**src/rtl/somador_serial_4bits.sv**
```systemverilog
// Bit-serial adder, LSB first: one full-adder step per clock through a carry
// flip-flop, with the result shifted in from the MSB side.
module somador_serial_4bits #(
    parameter int WIDTH = 4
) (
    input  logic             clk,
    input  logic             rst,
    input  logic             start,
    input  logic [WIDTH-1:0] A,
    input  logic [WIDTH-1:0] B,
    output logic [WIDTH-1:0] soma,
    output logic             carry,
    output logic             busy,
    output logic             done
);

    // One extra counter bit so the count never wraps during an operation.
    localparam int CNT_W = $clog2(WIDTH) + 1;

    typedef enum logic [1:0] {
        ST_IDLE  = 2'd0,
        ST_SHIFT = 2'd1,
        ST_DONE  = 2'd2
    } state_t;

    state_t             state_q;
    logic [WIDTH-1:0]   a_q;
    logic [WIDTH-1:0]   b_q;
    logic [WIDTH-1:0]   res_q;
    logic               cy_q;
    logic [CNT_W-1:0]   cnt_q;
    logic [WIDTH-1:0]   soma_q;
    logic               carry_q;
    logic               busy_q;
    logic               done_q;

    logic [1:0]         fa_d;
    logic [WIDTH-1:0]   res_d;
    logic               last_d;

    // Returns {carry_out, sum}.
    function automatic logic [1:0] full_add(input logic a, input logic b, input logic c);
        return {(a & b) | (a & c) | (b & c), a ^ b ^ c};
    endfunction

    // Full-adder step on the current LSBs and the result with the new sum bit at the MSB.
    always_comb begin
        fa_d             = full_add(a_q[0], b_q[0], cy_q);
        res_d            = res_q >> 1'b1;
        res_d[WIDTH-1]   = fa_d[0];
        last_d           = (cnt_q == CNT_W'(WIDTH - 1));
    end

    // Control FSM, datapath shift registers and registered outputs.
    always_ff @(posedge clk) begin
        if (rst) begin
            state_q <= ST_IDLE;
            a_q     <= '0;
            b_q     <= '0;
            res_q   <= '0;
            cy_q    <= 1'b0;
            cnt_q   <= '0;
            soma_q  <= '0;
            carry_q <= 1'b0;
            busy_q  <= 1'b0;
            done_q  <= 1'b0;
        end else begin
            case (state_q)
                ST_IDLE: begin
                    if (start) begin
                        a_q     <= A;
                        b_q     <= B;
                        res_q   <= '0;
                        cy_q    <= 1'b0;
                        cnt_q   <= '0;
                        state_q <= ST_SHIFT;
                        busy_q  <= 1'b1;
                    end else begin
                        state_q <= ST_IDLE;
                        busy_q  <= 1'b0;
                    end
                    done_q <= 1'b0;
                end
                ST_SHIFT: begin
                    a_q   <= a_q >> 1'b1;
                    b_q   <= b_q >> 1'b1;
                    res_q <= res_d;
                    cy_q  <= fa_d[1];
                    cnt_q <= cnt_q + CNT_W'(1);
                    if (last_d) begin
                        soma_q  <= res_d;
                        carry_q <= fa_d[1];
                        state_q <= ST_DONE;
                        busy_q  <= 1'b0;
                        done_q  <= 1'b1;
                    end else begin
                        state_q <= ST_SHIFT;
                        busy_q  <= 1'b1;
                        done_q  <= 1'b0;
                    end
                end
                ST_DONE: begin
                    state_q <= ST_IDLE;
                    busy_q  <= 1'b0;
                    done_q  <= 1'b0;
                end
                default: begin
                    state_q <= ST_IDLE;
                    busy_q  <= 1'b0;
                    done_q  <= 1'b0;
                end
            endcase
        end
    end

    assign soma  = soma_q;
    assign carry = carry_q;
    assign busy  = busy_q;
    assign done  = done_q;

endmodule

```
**config.mk**
```make
export PLATFORM = sky130hd
export DESIGN_NAME = somador_serial_4bits
export DESIGN_NICKNAME = d
export VERILOG_FILES = /design/src/rtl/somador_serial_4bits.sv
export SDC_FILE = /design/constraint.sdc
export NUM_CORES = 1
export LEC_CHECK = 0
export ABC_CLOCK_PERIOD_IN_PS = 1600
export BUFFER_PORTS_ARGS = -buffer_cell sky130_fd_sc_hd__buf_2
export CORE_MARGIN = 8
export CORE_UTILIZATION = 51
export DETAILED_ROUTE_END_ITERATION = 6
export PLACE_DENSITY = 0.72
export SLEW_MARGIN = 20
export SYNTH_ARGS = -nofsm -noshare
export SYNTH_HDL_FRONTEND = slang
export SYNTH_SLANG_ARGS = --single-unit
export TNS_END_PERCENT = 1
```
**constraint.sdc**
```tcl
create_clock -name clk -period 1.6 [get_ports clk]
set_input_delay 0.48 -clock clk [delete_from_list [all_inputs] [get_ports clk]]
set_output_delay 0.48 -clock clk [all_outputs]
set_load 0.02 [all_outputs]
```
==> results of run 1 <==
[layer usage]
layer  track usage, %  up-vias  part of all wire [%]
met5                0        -                     0
met1             12.6      312                    47
li1                 -      359                     -
met4             6.29        0                   2.4
met2             18.0       12                    46
met3             3.31        5                   4.7
[through the flow]
| step | cell area [µm²] | setup slack, ns | power [W] | utilization, % |
|---|---|---|---|---|
| after floorplan | 907 | 0.407 | 0.000696 | - |
| after global placement | 1000 | 0.282 | 0.000718 | 58.5 |
| after detailed placement | 1000 | 0.214 | 0.000723 | 58.5 |
| after CTS | 1030 | 0.104 | 0.000984 | 60.1 |
| after global routing | 1030 | 0.0640 | 0.00102 | 60.1 |
| final | 1030 | 0.116 | 0.000972 | 60.1 |
[cell type report]
type	instances	share of cell area, %
clock inverters	1	0.487
inverters	1	0.365
clock buffers	3	2.19
multi-input cells	63	40.1
well taps	25	3.05
repair buffers	18	9.01
flip-flops and latches	23	44.8
[worst min-delay path, stage by stage]
cell and delay [ns]:
buf_2 0.07, a22oi_1 0.05, nor2_1 0.08
[Yosys cell counts, types with 2 or more instances]
| cell type | n | area share, % |
|---|---|---|
| nand2_1 | 5 | 2.1 |
| ha_1 | 2 | 2.8 |
| nand3_1 | 5 | 2.8 |
| dfxtp_1 | 23 | 51 |
| mux2i_1 | 7 | 7.7 |
| clkbuf_1 | 2 | 0.83 |
| nor2_1 | 17 | 7.0 |
| a21oi_1 | 5 | 2.8 |
| a211oi_1 | 7 | 5.8 |
| a22oi_1 | 7 | 5.8 |
[sequential cells by signal, summed over array words and instances, names as in the netlist]
name and flops:
a_q 4, b_q 4, carry 1, cnt_q 3, cy_q 1, done 1
res_q 3, soma 4, state_q 2
[how the worst max path moves through the flow]
| stage | from | end | slack, ns | cells after the start |
|---|---|---|---|---|
| after detailed placement | start | b_q[2]$_SDFFE_PP0P_ | 0.21 | 4 |
| after floorplan | cnt_q[0]$_SDFFE_PP0P_ | carry$_SDFFE_PP0P_ | 0.41 | 5 |
| after CTS | state_q[0]$_SDFF_PP0_ | busy | 0.10 | 1 |
| after global routing | state_q[0]$_SDFF_PP0_ | busy | 0.06 | 1 |
| final | state_q[0]$_SDFF_PP0_ | busy | 0.12 | 1 |
| after global placement | start | b_q[0]$_SDFFE_PP0P_ | 0.28 | 4 |
[report_power, final]
group          switching [W]  internal [W]  leakage, nW
clock               0.000170     0.0000934       0.0177
combinational      0.0000546     0.0000423        0.232
sequential         0.0000167      0.000595        0.188
total               0.000242      0.000731        0.438
[logic make-up after synthesis]
group	after synthesis	synth area share, %
and+or+nand+nor	32	16.1
DFF	23	50.8
AOI/OAI and AO/OA	21	16.6
muxes	7	7.72
buffers and inverters	6	3.86
adders and majority gates	3	4.97
==> results.yml, run 1 <==
floorplanning:
  fp.dieW_um: 58.2
  io_pins: 18
  initial_core_util_pct: 53.1
  chipHeight_um: 58.2
  rows: 15
  coreArea_um2: 1710
  die_area_um2: 3380
cts:
  cts_hold_buf: 0
  clk_pin_slew_ns: 0.12
  cts_sinks: 23
  cts.repair.resized: 0
  ctsHtreeMaxLevel: 1
  numCtsBuffers: 3
  tritoncts: "built"
  clock_path_buffers: 2
  insertion_delay_ns: 0.31
  cts_setup_buffers: 0
  cts_root_buf: "clkbuf_4"
global_route:
  grt_pass1_wl_um: 2940
  grtUsageTotal_pct: 11.1
  grt_pass1_vias: 665
  grt_overflow: 0
  antenna_found_initial: 0
  grt_max_degree: 24
cells_and_area:
  n_antenna_cell: 0
  multi_input_area_um2: 412
  final_common_cell: "dfxtp_1"
  layout_common_cells: "dfxtp_1, nor2_1, buf_2"
  area_growth_pct: 13.2
  fillCellCount: 181
  fin_nets: 124
  stdcell_count: 134
  regArea_um2: 460
  drive_gt1_share_pct: 22.9
route:
  drtIter0Drc: 9
  detail-route-antenna-nets: 0
  routedWlPerCell_um: 12.6
  vias: 688
  routed_via_density: 5.13
  drc: 0
  dr.pass1.iters: 4
  totalWireLength_um: 1690
synthesis:
  postSynthCellCount: 92
  synth_ff_type: "dfxtp_1"
  synth-seq-area-share_pct: 50.8
  synth_edf_count: 0
  synth_warnings: 0
  syn_area_per_cell_um2: 9.86
  async_flop_share_pct: 0
  syn_area_um2: 907
  syn-num-nets: 106
  synth.distinct_cells: 22
  ys_ff_latch: 23
power_and_ir_drop:
  power_density_nw_per_um2: 946
  vdd_drop_max_uv: 476
  p_leak_nw: 0.438
critical_path:
  slowest_delay_ns: 0.48
  worstRegToRegCells: 3
  worst_path_max_delay_cell: "dfxtp_1"
  setup.worst_path.end_class: "primary output"
  crit_type: "reg2out"
  cp-start-kind: "flop"
  crit_arrival_ns: 1.00
  timing.rr.end: "b_q[2]$_SDFFE_PP0P_"
  path_buf_inv: 1
  critPathTopFamily: "flip-flops"
  required_ns: 1.12
  rrSetupSlack_ns: 0.32
  reg2reg_from: "state_q[1]$_SDFF_PP0_"
  cp_max_fo: 7
  cp_cell_sequence: "buf_2"
min_path:
  hp-class: "in2reg"
  hold_end: "a_q[3]$_SDFFE_PP0P_"
  holdCritStartpoint: "A[3]"
  whs_path_depth: 3
sta:
  drv_slew: 0
  relSlewSlack_pct: 72.3
  hold_viol: 0
  skew_ns: 0.00287
  fin_setup_tns_ns: 0
  fmaxAchievable_ghz: 0.674
  whs_ns: 0.400
  setup_viol: 0
  rsz0062_at_grt: "false"
  worst_pin_slew_ns: 0.416
  period_needed_ns: 1.48
  fin_crit_sh_pct: 92.7
placed_design:
  port_buffers: 17
  gp_congestion: 0.782
  dp_cells: 130
  dpl.hpwl_um: 1240
outcome:
  status: "complete, no violations"
job:
  cap_viol_max_count: 0
Power figures use the tool's default switching activity.
==> inputs of run 2 (changes only) <==
Settings changed: CTS_CLUSTER_DIAMETER set to 60, REMOVE_ABC_BUFFERS set to 1.
==> results.yml, run 2 (synthesis gave the netlist of run 1 again) <==
sta:
  rsz0062_at_grt: "false"
  skew_ns: 0.00156
  fmaxAchievable_ghz: 0.668
  worst_pin_slew_ns: 0.424
  period_needed_ns: 1.50
  relSlewSlack_pct: 71.7
  drv_slew: 0
  fin_setup_tns_ns: 0
  hold_viol: 0
  setup_viol: 0
  fin_crit_sh_pct: 93.6
critical_path:
  path_buf_inv: 1
  cp_max_fo: 7
  cp_cell_sequence: "buf_2"
  crit_arrival_ns: 1.02
  worst_path_max_delay_cell: "dfxtp_1"
  slowest_delay_ns: 0.50
  cp-start-kind: "flop"
  critPathTopFamily: "flip-flops"
  crit_type: "reg2out"
  cp.depth: 1
  rrSetupSlack_ns: 0.34
  setup.worst_path.end_class: "primary output"
  required_ns: 1.12
  worstRegToRegCells: 3
placed_design:
  gp_congestion: 0.757
  port_buffers: 17
  dpl.hpwl_um: 1220
  dp_cells: 130
cts:
  cts_setup_buffers: 0
  tritoncts: "built"
  cts.repair.resized: 0
  insertion_delay_ns: 0.30
  numCtsBuffers: 3
  cts_hold_buf: 0
  ctsHtreeMaxLevel: 1
  cts_root_buf: "clkbuf_4"
  clk_pin_slew_ns: 0.12
  cts_sinks: 23
  clock_path_buffers: 2
cells_and_area:
  fin_nets: 124
  layout_common_cells: "dfxtp_1, nor2_1, buf_2"
  area_growth_pct: 13.1
  n_antenna_cell: 0
  final_common_cell: "dfxtp_1"
  drive_gt1_share_pct: 22.0
  stdcell_count: 134
global_route:
  antenna_found_initial: 0
  grt_overflow: 0
  grt_pass1_vias: 659
  grt_max_degree: 24
  grt_pass1_wl_um: 2800
  grtUsageTotal_pct: 10.5
min_path:
  hp-class: "in2reg"
  whs_path_depth: 3
floorplanning:
  rows: 15
  io_pins: 18
  chipHeight_um: 58.2
  coreArea_um2: 1710
  initial_core_util_pct: 53.1
  die_area_um2: 3380
  fp.dieW_um: 58.2
job:
  cap_viol_max_count: 0
route:
  dr.pass1.iters: 4
  drc: 0
  routed_via_density: 5.33
  totalWireLength_um: 1670
  drtIter0Drc: 16
  vias: 714
  routedWlPerCell_um: 12.5
  detail-route-antenna-nets: 0
power_and_ir_drop:
  p_leak_nw: 0.435
  vdd_drop_max_uv: 691
  power_density_nw_per_um2: 941
outcome:
  status: "complete, no violations"
## run 2: final cells by class
class                   count  area, µm²
clock buffers               4       26.3
fillers                   159        682
inverters                   1       3.75
multi-input cells          63        412
flip-flops and latches     23        460
well taps                  25       31.3
repair buffers             18       92.6
## run 2: through the flow
| stage | power (W) | hold slack (ns) | util (%) | cell area (µm²) | setup WS [ns] |
|---|---|---|---|---|---|
| global route | 0.00102 | 0.422 | 60.1 | 1030 | 0.0397 |
| CTS | 0.000977 | 0.414 | 60.1 | 1030 | 0.0879 |
| detailed placement | 0.000722 | 0.443 | 58.5 | 1000 | 0.228 |
| global placement | 0.000719 | 0.439 | 58.5 | 1000 | 0.291 |
| finish | 0.000965 | 0.415 | 60.1 | 1030 | 0.103 |
| floorplan | 0.000683 | 0.437 | - | 876 | 0.410 |
## run 2: where the power goes
group | total (W) | internal (W) | switching [W] | leakage [nW]
clock | 0.000256 | 0.0000970 | 0.000159 | 0.0150
combinational | 0.0000971 | 0.0000423 | 0.0000548 | 0.232
sequential | 0.000612 | 0.000595 | 0.0000168 | 0.188
## run 2: layer usage
| layer | vias up | GRT usage, % | wire (µm) |
|---|---|---|---|
| li1 | 363 | - | - |
| met1 | 338 | 11.5 | 802 |
| met2 | 11 | 18.2 | 789 |
| met3 | 2 | 3.31 | 71 |
| met4 | 0 | 4.20 | 10 |
| met5 | - | 0 | 0 |
## run 2: path summary, 6_finish.rpt
kind,from,endpoint
worst min-delay path,A[3],a_q[3]$_SDFFE_PP0P_
worst min register to register,soma[2]$_SDFFE_PP0P_,soma[2]$_SDFFE_PP0P_
worst max register to register,state_q[1]$_SDFF_PP0_,a_q[0]$_SDFFE_PP0P_
worst max-delay path,state_q[0]$_SDFF_PP0_,busy
## run 2: worst min-delay path: stages
cell and delay, ns:
buf_2 0.08, a22oi_1 0.05, nor2_1 0.08
